==> src/rtl/cv32e40x_pkg.sv <==
// Shared types for the cv32e40x write-back slice: WB FSM states, LSU access
// size, the EX/WB pipeline register and the controller's WB controls.
package cv32e40x_pkg;

  typedef enum logic {S_IDLE, S_MISAL} wb_state_e;

  typedef enum logic [1:0] {
    LSU_SIZE_B = 2'd0,
    LSU_SIZE_H = 2'd1,
    LSU_SIZE_W = 2'd2
  } lsu_size_e;

  typedef struct packed {
    logic        instr_valid;
    logic        rf_we;
    logic [4:0]  rf_waddr;
    logic [31:0] rf_wdata;
    logic        lsu_en;
    lsu_size_e   lsu_size;
    logic        lsu_sext;
    logic [1:0]  lsu_addr_lsb;
    logic        lsu_misaligned_first;
    logic        csr_en;
    logic [11:0] csr_addr;
    logic [31:0] csr_wdata;
    logic        illegal_insn;
  } ex_wb_pipe_t;

  typedef struct packed {
    logic kill_wb;
    logic halt_wb;
  } ctrl_fsm_t;

endpackage

==> src/rtl/cv32e40x_wb_load_align.sv <==
// Combinational load data path: merges the two halves of a misaligned access,
// then extracts the addressed byte/half/word and sign- or zero-extends it.
module cv32e40x_wb_load_align
  import cv32e40x_pkg::*;
(
  input  logic [31:0] i_rdata,
  input  logic [31:0] i_rdata_q,
  input  logic [1:0]  i_off,
  input  lsu_size_e   i_size,
  input  logic        i_sext,
  input  logic        i_misal,
  output logic [31:0] o_data
);

  logic [31:0] w_word;
  logic [31:0] w_shift;
  logic [1:0]  w_off;

  always_comb begin
    w_word = i_rdata;
    w_off  = i_off;
    // A merged word is already aligned to bit 0, so extraction uses offset 0.
    if (i_misal) begin
      w_off = 2'd0;
      case (i_off)
        2'd1:    w_word = {i_rdata[7:0],  i_rdata_q[31:8]};
        2'd2:    w_word = {i_rdata[15:0], i_rdata_q[31:16]};
        2'd3:    w_word = {i_rdata[23:0], i_rdata_q[31:24]};
        default: w_word = i_rdata;
      endcase
    end
    w_shift = w_word >> {w_off, 3'b000};
    case (i_size)
      LSU_SIZE_B: o_data = {{24{i_sext & w_shift[7]}},  w_shift[7:0]};
      LSU_SIZE_H: o_data = {{16{i_sext & w_shift[15]}}, w_shift[15:0]};
      default:    o_data = w_shift;
    endcase
  end

endmodule

==> src/rtl/cv32e40x_wb_stage.sv <==
// Write-back stage: completes instructions, waits for LSU responses, merges
// misaligned two-part loads and drives the RF/CSR write ports and retirement.
module cv32e40x_wb_stage
  import cv32e40x_pkg::*;
(
  input  logic        clk,
  input  logic        rst,
  input  ex_wb_pipe_t ex_wb_pipe_i,
  input  ctrl_fsm_t   ctrl_fsm_i,
  input  logic        lsu_valid_i,
  input  logic [31:0] lsu_rdata_i,
  input  logic        lsu_err_i,
  output logic        lsu_ready_o,
  output logic        rf_we_o,
  output logic [4:0]  rf_waddr_o,
  output logic [31:0] rf_wdata_o,
  output logic        csr_we_o,
  output logic [11:0] csr_addr_o,
  output logic [31:0] csr_wdata_o,
  output logic        wb_valid_o,
  output logic        wb_bus_err_o,
  output logic        wb_ready_o
);

  wb_state_e   r_state, w_state_nxt;
  logic [31:0] r_rdata_q;
  logic [1:0]  r_off_q;
  logic        r_err_q;

  logic        w_vld, w_done, w_resp, w_first, w_bus_err, w_suppress, w_misal;
  logic [31:0] w_load_data;

  assign w_vld      = ex_wb_pipe_i.instr_valid && !ctrl_fsm_i.kill_wb && !ctrl_fsm_i.halt_wb;
  assign w_done     = w_vld && (!ex_wb_pipe_i.lsu_en || lsu_valid_i);
  assign w_resp     = w_done && ex_wb_pipe_i.lsu_en;
  assign w_first    = ex_wb_pipe_i.lsu_en && ex_wb_pipe_i.lsu_misaligned_first;
  assign w_bus_err  = w_resp && lsu_err_i;
  // Second part of an access whose first part already faulted.
  assign w_suppress = ex_wb_pipe_i.lsu_en && r_err_q;
  assign w_misal    = (r_state == S_MISAL);

  cv32e40x_wb_load_align u_load_align (
    .i_rdata   (lsu_rdata_i),
    .i_rdata_q (r_rdata_q),
    .i_off     (w_misal ? r_off_q : ex_wb_pipe_i.lsu_addr_lsb),
    .i_size    (ex_wb_pipe_i.lsu_size),
    .i_sext    (ex_wb_pipe_i.lsu_sext),
    .i_misal   (w_misal),
    .o_data    (w_load_data)
  );

  always_ff @(posedge clk or posedge rst) begin
    if (rst) r_state <= S_IDLE;
    else     r_state <= w_state_nxt;
  end

  always_comb begin
    w_state_nxt = r_state;
    if (ctrl_fsm_i.kill_wb)
      w_state_nxt = S_IDLE;
    else if (w_resp)
      w_state_nxt = (w_first && !lsu_err_i) ? S_MISAL : S_IDLE;
  end

  always_ff @(posedge clk or posedge rst) begin
    if (rst) begin
      r_rdata_q <= '0;
      r_off_q   <= '0;
      r_err_q   <= 1'b0;
    end else if (ctrl_fsm_i.kill_wb) begin
      r_rdata_q <= '0;
      r_off_q   <= '0;
      r_err_q   <= 1'b0;
    end else if (w_resp) begin
      if (w_first && !lsu_err_i) begin
        r_rdata_q <= lsu_rdata_i;
        r_off_q   <= ex_wb_pipe_i.lsu_addr_lsb;
      end
      r_err_q <= w_first && lsu_err_i;
    end
  end

  assign lsu_ready_o  = ex_wb_pipe_i.instr_valid && ex_wb_pipe_i.lsu_en && !ctrl_fsm_i.halt_wb;
  assign rf_we_o      = w_done && ex_wb_pipe_i.rf_we && !ex_wb_pipe_i.illegal_insn &&
                        !w_bus_err && !w_suppress;
  assign rf_waddr_o   = ex_wb_pipe_i.rf_waddr;
  assign rf_wdata_o   = ex_wb_pipe_i.lsu_en ? w_load_data : ex_wb_pipe_i.rf_wdata;
  assign csr_we_o     = w_done && ex_wb_pipe_i.csr_en && !ex_wb_pipe_i.illegal_insn;
  assign csr_addr_o   = ex_wb_pipe_i.csr_addr;
  assign csr_wdata_o  = ex_wb_pipe_i.csr_wdata;
  assign wb_valid_o   = w_done && !w_first;
  assign wb_bus_err_o = w_bus_err && !r_err_q;
  assign wb_ready_o   = ctrl_fsm_i.kill_wb || !ex_wb_pipe_i.instr_valid || w_done;

`ifndef SYNTHESIS
  a_stray_resp: assert property (@(posedge clk) disable iff (rst)
    lsu_valid_i |-> (ex_wb_pipe_i.instr_valid && ex_wb_pipe_i.lsu_en));
  a_halt_resp: assert property (@(posedge clk) disable iff (rst)
    lsu_valid_i |-> !ctrl_fsm_i.halt_wb);
`endif

endmodule

==> config.mk <==
export PLATFORM = sky130hd
export DESIGN_NAME = cv32e40x_wb_stage
export DESIGN_NICKNAME = d
export VERILOG_FILES = /design/src/rtl/cv32e40x_pkg.sv /design/src/rtl/cv32e40x_wb_load_align.sv /design/src/rtl/cv32e40x_wb_stage.sv
export SDC_FILE = /design/constraint.sdc
export NUM_CORES = 1
export LEC_CHECK = 0
export BUFFER_PORTS_ARGS = -buffer_cell sky130_fd_sc_hd__buf_2
export CORE_MARGIN = 2
export CORE_UTILIZATION = 39
export DETAILED_ROUTE_END_ITERATION = 8
export HOLD_SLACK_MARGIN = 0.1
export PLACE_DENSITY = 0.72
export SYNTH_ARGS = -nofsm -noshare
export SYNTH_HDL_FRONTEND = slang
export SYNTH_SLANG_ARGS = --single-unit
==> constraint.sdc <==
create_clock -name clk -period 2.35 [get_ports clk]
set_clock_uncertainty 0.2 [all_clocks]
set_input_delay 0.47 -clock clk [delete_from_list [all_inputs] [get_ports clk]]
set_output_delay 0.47 -clock clk [all_outputs]
set_load 0.01 [all_outputs]
==> run metrics, run 1 <==
maximum clock frequency=355 MHz; asr flop ratio synth=100%; Initial Util=between 30% and 40%; routed wire length=roughly 16000 um; Worst-path clk slew=around 0.10 ns; outcome=finished, violations left; Pwr Density=around 280 nW/um^2; measured slew at the worst slew-check pin=about 0.7 ns; Port-buffer cells=118; Final Power=roughly 1.6 mW; ANT nets after route=0; CP Launch Type=flop; Cells after Synth=a little over 500; Max Slew Vio Count=0; most used flip-flop cell after synthesis=dfrtp_1; Top Ports=217; DR iter-0 viols=roughly 370; CTS Root Cell=clkbuf_8; drt wl/cell=about 20 um; Synth cell types=64; syn_area_per_cell=around 7.5 um^2; Hold Vio Cnt, Final=0; YS warnings=0; kind of critical path=reg -> out; gr ovfl total=0; CTS Sinks=28; initial antenna violation count=0; final worst setup slack=-0.468 ns; fill count=between 900 and 1000; H-tree Lvls=1; fin crit period=~2.8 ns; RSZ-0062 raised after global routing=yes; critical path required time=approximately 1.7 ns; first-pass GRT wire length=roughly 23000 um; Post-synth top cells=nand2_1, buf_4, nor2_1, o21ai_0, dfrtp_1; Seq/Total Area, Yosys=18.3%; gr busiest metal=met2; CTS Buf Count=3; Die H=a little over 100 um; aggregate global-route resource usage=roughly 28%; Vias/cell=~5.8; Synthesized Nets=642; Data arrival, critical path=approximately 2.2 ns; hold_ws=~0.21 ns; share of cells above drive strength 1=51.3%; DR pass1 iterations=5; routing usage on met2=45.4%; Post-route DRC=0; GRT met1 Usage=39.5%; vias in the first global route=roughly 4300; mapped cell area=approximately 3800 um^2; final setup vio count=32; most common cell in the synthesized netlist=nand2_1; Rows=36; EDFF count, synth=0; die width=between 100 and 150 um; CP max FO=26; die area=between 10000 and 15000 um^2; CTS tree=done; clk_lat worst skew=between 0.2 and 0.3 ns; Period Utilization, post-route=120%; Synth Register Bits=28; hpwl dp=12300 um; failing checks=setup timing; maximum vdd drop=about 0.00053 V; Pleak=2.43 nW; antenna diode count=0; relative slew slack=a little over half; clk buf depth=2; M3 GR Usage=~4.7%; vias=approximately 4700; Min-Delay Path Class=in -> reg; Core Area=9640 um^2; CP Capture Type=output port; area share of the largest cell type after synthesis=a little under a fifth; largest net degree at the start of global routing=between 50 and 60; Total Nets Final=802; area added between synthesis and finish=44.2%; GPL Wtd Cong=roughly 0.99; dominant cells by area after synthesis=dfrtp_1, buf_4, nand2_1; cell taking the most area after synthesis=dfrtp_1; max-cap viol count=0
[flip-flops by register name (all words and copies together) (netlist names)]
signal,cells
r_err_q,1
r_off_q,2
r_rdata_q,24
r_state,1
[power breakdown]
part | total (mW) | leakage (nW) | switching (mW) | internal (mW)
Sequential | 0.489 | 0.386 | 0.00368 | 0.485
Clock | 0.376 | 0.0357 | 0.147 | 0.228
Combinational | 0.701 | 2.01 | 0.371 | 0.330
Total | 1.57 | 2.43 | 0.522 | 1.04
[layout make-up]
cell class	count	area [um^2]	share of cell area, %
Tap cell	133	166	3.02
Clock buffer	3	41.3	0.748
Clock inverter	1	30.0	0.544
Inverter	13	55.1	0.998
Sequential cell	28	704	12.8
Multi-Input combinational cell	384	2820	51.1
Timing Repair Buffer	242	1700	30.8
[what timing repair did]
action | 4_1_cts | 5_1_grt
endpoints found under the hold margin | 6 | 0
buffers inserted | 3 | 2
cloned | 2 | 2
hold buffers | 1 | 0
setup endpoints to repair | 32 | 32
pin swaps | 7 | 15
gates resized for setup | 45 | 55
[critical path, stage by stage (launching register included)]
cell and delay, ns:
dfrtp_2 0.46, buf_12 0.18, buf_4 0.15, nand3b_1 0.10, a21oi_2 0.09, o41a_1 0.37, o211ai_1 0.18, o21a_1 0.19
buf_2 0.15
[cells in the final DEF (no fill, tap or decap), types with 8 or more instances in the layout]
cell,netlist,layout
buf_6,6,9
a21oi_2,2,13
a21oi_1,21,10
inv_1,12,10
o31ai_1,9,8
mux4_2,10,10
dfrtp_1,28,25
o22a_1,11,11
buf_2,15,117
o21ai_0,45,36
o22ai_1,16,8
nor2_1,45,45
o22ai_2,0,8
nand2_1,76,71
a211oi_1,13,10
buf_4,54,103
mux2i_1,16,14
[routing by layer]
layer,vias up,wire length [um]
met3,38,1480
met1,2215,6790
met2,274,7530
met4,0,295
li1,2162,-
met5,-,0
[final timing paths]
check	startpoint	cells after the start	to	slack, ns
setup / recovery	r_off_q[0]	8	rf_wdata_o[9]	-0.47
hold / removal	ctrl_fsm_i[1]	2	r_err_q	0.21
setup reg to reg	r_off_q[1]	5	r_off_q[1]	0.70
hold reg to reg	r_rdata_q[12]	2	r_rdata_q[12]	0.36
max in group asynchronous	rst	4	r_state	0.68
min in group asynchronous	rst	3	r_rdata_q[25]	0.64
[cell families after synthesis]
kind of cell / synth area share, %
compound gates: 30.8
buf+inv: 16.9
flops: 18.3
mux: 12.1
simple gates: 21.9
[through the flow]
stage	setup TNS (ns)	instances	util, %	setup WS (ns)	instance area, um^2
floorplan	0	512	-	0.0152	3830
global placement	-5.96	790	51.1	-0.405	4920
detailed placement	-6.24	790	51.1	-0.359	4920
CTS	-12.37	800	54.0	-0.450	5210
global route	-14.54	804	57.2	-0.549	5520
finish	-12.51	804	57.2	-0.468	5520
No activity file was read; power rests on OpenSTA's default activity.
==> inputs of run 2 (changes only) <==
--- a/config.mk
+++ b/config.mk
@@ -10,7 +10,7 @@
 export CORE_UTILIZATION = 39
 export DETAILED_ROUTE_END_ITERATION = 8
 export HOLD_SLACK_MARGIN = 0.1
-export PLACE_DENSITY = 0.72
+export PLACE_DENSITY = 0.75
 export SYNTH_ARGS = -nofsm -noshare
 export SYNTH_HDL_FRONTEND = slang
 export SYNTH_SLANG_ARGS = --single-unit
==> constraint.sdc (replaced) <==
create_clock -name clk -period 2.4 [get_ports clk]
set_clock_uncertainty 0.2 [all_clocks]
set_input_delay 0.48 -clock clk [delete_from_list [all_inputs] [get_ports clk]]
set_output_delay 0.48 -clock clk [all_outputs]
set_load 0.01 [all_outputs]
==> run 2 against run 1 <==
The run still ends with setup timing left. Die area unchanged. Critical path depth down 1. Count of clock-buffer cells in the layout unchanged. Utilization up 0.77 points. Combinational power up 2%. Hold slack better by 0.015 ns. Sequential power down 2%. Sequential share of layout area down 0.19 points. Largest power group unchanged. Highest routed layer unchanged.
==> run metrics, run 2 (synthesized netlist as in run 1, its figures left out) <==
Period Utilization, post-route=118%; CTS Sinks=28 (unchanged); most frequent cells in the layout=buf_2, buf_4, nand2_1 (unchanged); die width=103 um (unchanged); CTS tree=done (unchanged); vias in the first global route=4449 (was 4282); final setup vio count=32 (unchanged); CTS Buf Count=3 (unchanged); routed wire length=16300 um (was 16100 um); Logic pwr share=45.9% (was 44.8%); Min-Delay Path Class=in -> reg (unchanged); Internal Power=1.03 mW (was 1.04 mW); Vias/cell=5.98 (was 5.83); Max Slew Vio Count=0 (unchanged); H-tree Lvls=1 (unchanged); commonest non-fill, non-tap cell in the layout=buf_2 (unchanged); Rows=36 (unchanged); Min-Delay Path Depth=2 (unchanged); outcome=finished, violations left (unchanged); max FFs per register=24 (unchanged); CTS Root Cell=clkbuf_8 (unchanged); CP Capture Type=output port (unchanged); Hold Vio Cnt, Final=0 (unchanged); Reg2Reg Depth=5 (unchanged); clk_lat worst skew=0.27 ns (was 0.28 ns); Worst-path clk slew=0.09 ns (was 0.10 ns); Net Switching=0.526 mW (was 0.522 mW); Data arrival, critical path=2.14 ns (was 2.15 ns); aggregate global-route resource usage=28.5% (was 28.3%); clock share of power=23.3% (was 24.0%); RSZ-0062 raised after global routing=yes (unchanged); DR pass1 iterations=5 (unchanged); Top Ports=217 (unchanged); share of cells above drive strength 1=52.1% (was 51.3%); largest net degree at the start of global routing=54 (unchanged); final instance area=5590 um^2 (was 5520 um^2); failing checks=setup timing (unchanged); Critical Path Stages=7 (was 8); CP peak stage delay=0.46 ns (about the same); CP Launch Type=flop (unchanged); Post-route DRC=0 (unchanged); DR iter-0 viols=467 (was 365); Final Power=1.56 mW (was 1.57 mW); hpwl dp=12200 um (was 12300 um); Area after DPL=4780 um^2 (was 4920 um^2); kind of critical path=reg -> out (unchanged); Port-buffer cells=118 (unchanged); Setup WS pre-CTS=-0.291 ns (was -0.359 ns); fill count=854 (was 921); CP max FO=7 (was 26); measured slew at the worst slew-check pin=0.401 ns (was 0.697 ns); Initial Util=39.7% (unchanged); area added between synthesis and finish=46.1% (was 44.2%); ANT nets after route=0 (unchanged); Critical Path Slowest Stage Cell=dfrtp_2 (unchanged); GPL Wtd Cong=0.970 (was 0.986); critical path required time=1.72 ns (was 1.68 ns); clk buf depth=2 (unchanged); fin crit period=2.82 ns; Die H=103 um (unchanged); maximum vdd drop=0.000279 V (was 0.000535 V); cell family with most CP delay=compound AO/OA/AOI/OAI gates (unchanged); Pleak=2.44 nW (was 2.43 nW); Total Nets Final=795 (was 802); Reg with most FFs=r_rdata_q (unchanged); final worst setup slack=-0.423 ns (was -0.468 ns); WP buf/inv=2 (was 3); initial antenna violation count=1 (was 0); Core Area=9640 um^2 (unchanged); top flop regs=r_rdata_q (24), r_off_q (2) (unchanged); sw frac=33.8% (was 33.4%); Pwr Density=278 nW/um^2 (was 284 nW/um^2); die area=10600 um^2 (unchanged); gr ovfl total=0 (unchanged); maximum clock frequency=approximately 350 MHz; drt wl/cell=20.5 um (was 20.0 um); vias=4770 (was 4689); max-cap viol count=0 (unchanged); critical path, cell by cell=buf_12, and4b_1, o21a_1, o211ai_4, nand3_4, o22a_1, buf_2 (was buf_12, buf_4, nand3b_1, a21oi_2, o41a_1, o211ai_1, o21a_1, buf_2); Sequential Power Share=30.7% (was 31.2%); relative slew slack=73.1% (was 53.5%); first-pass GRT wire length=23300 um (about the same)
## run 2: changes by cell type in the layout (fill, tap and decap cells not counted), sizes merged
cell	delta
diode	+1
clkinvlp	-1
clkbuf	-1
buf	-7
inv	+1
nand3	+1
## run 2: path summary, 6_finish.rpt
kind / start / to / slack, ns
setup / recovery: r_off_q[0] / rf_wdata_o[24] / -0.42
hold / removal: ctrl_fsm_i[1] / r_err_q / 0.23
max in group asynchronous: rst / r_off_q[0] / 1.13
hold reg to reg: r_rdata_q[8] / r_rdata_q[8] / 0.33
min in group asynchronous: rst / r_rdata_q[9] / 0.60
setup reg to reg: r_off_q[1] / r_off_q[1] / 0.82
## run 2: timing repair
| action | CTS | global route |
|---|---|---|
| hold buffers | 1 | 0 |
| gates cloned | 3 | 1 |
| setup buffers | 9 | 6 |
| pin swaps | 34 | 28 |
| hold endpoints to repair | 28 | 0 |
| gates resized for setup | 77 | 58 |
| setup endpoints to repair | 32 | 32 |
## run 2: power by group through the flow
stage	registers, mW	clock network (mW)	logic, mW
2_1_floorplan	0.486	0	0.370
3_3_place_gp	0.487	0	0.588
3_5_place_dp	0.487	0	0.594
4_1_cts	0.478	0.376	0.651
5_1_grt	0.479	0.387	0.753
6_report	0.478	0.363	0.714
## run 2: through the flow
stage          hold slack [ns]  std cells  TNS, ns  util [%]
4_1_cts                  0.224        790   -10.20      54.6
3_3_place_gp             0.312        773    -4.32      49.6
6_report                 0.229        798   -10.51      58.0
5_1_grt                  0.241        798   -12.13      58.0
3_5_place_dp             0.321        773    -5.00      49.6
2_1_floorplan            0.298        512        0         -
## run 2: area by class of cell
class | count | area [um^2] | area share [%]
clock buffer | 3 | 41.3 | 0.738
inverter | 13 | 48.8 | 0.873
timing repair buffer | 234 | 1630 | 29.1
antenna | 1 | 2.50 | 0.0448
multi-input combinational | 385 | 2970 | 53.1
sequential | 28 | 703 | 12.6
tap | 133 | 166 | 2.98
clock inverter | 1 | 30.0 | 0.537
## run 2: metal layers
| layer | vias up | track usage [%] | part of all wire, % |
|---|---|---|---|
| li1 | 2137 | - | - |
| met1 | 2213 | 37.5 | 39 |
| met2 | 313 | 44.0 | 45 |
| met3 | 107 | 3.59 | 9.2 |
| met4 | 0 | 18.3 | 7.5 |
| met5 | - | 0 | 0 |
## run 2: worst register-to-register path: cells and delay by family (launching register included)
| family | cells | cell delay (ns) |
|---|---|---|
| AOI/OAI and AO/OA | 1 | 0.22 |
| buffers and inverters | 4 | 0.61 |
| DFF | 1 | 0.45 |
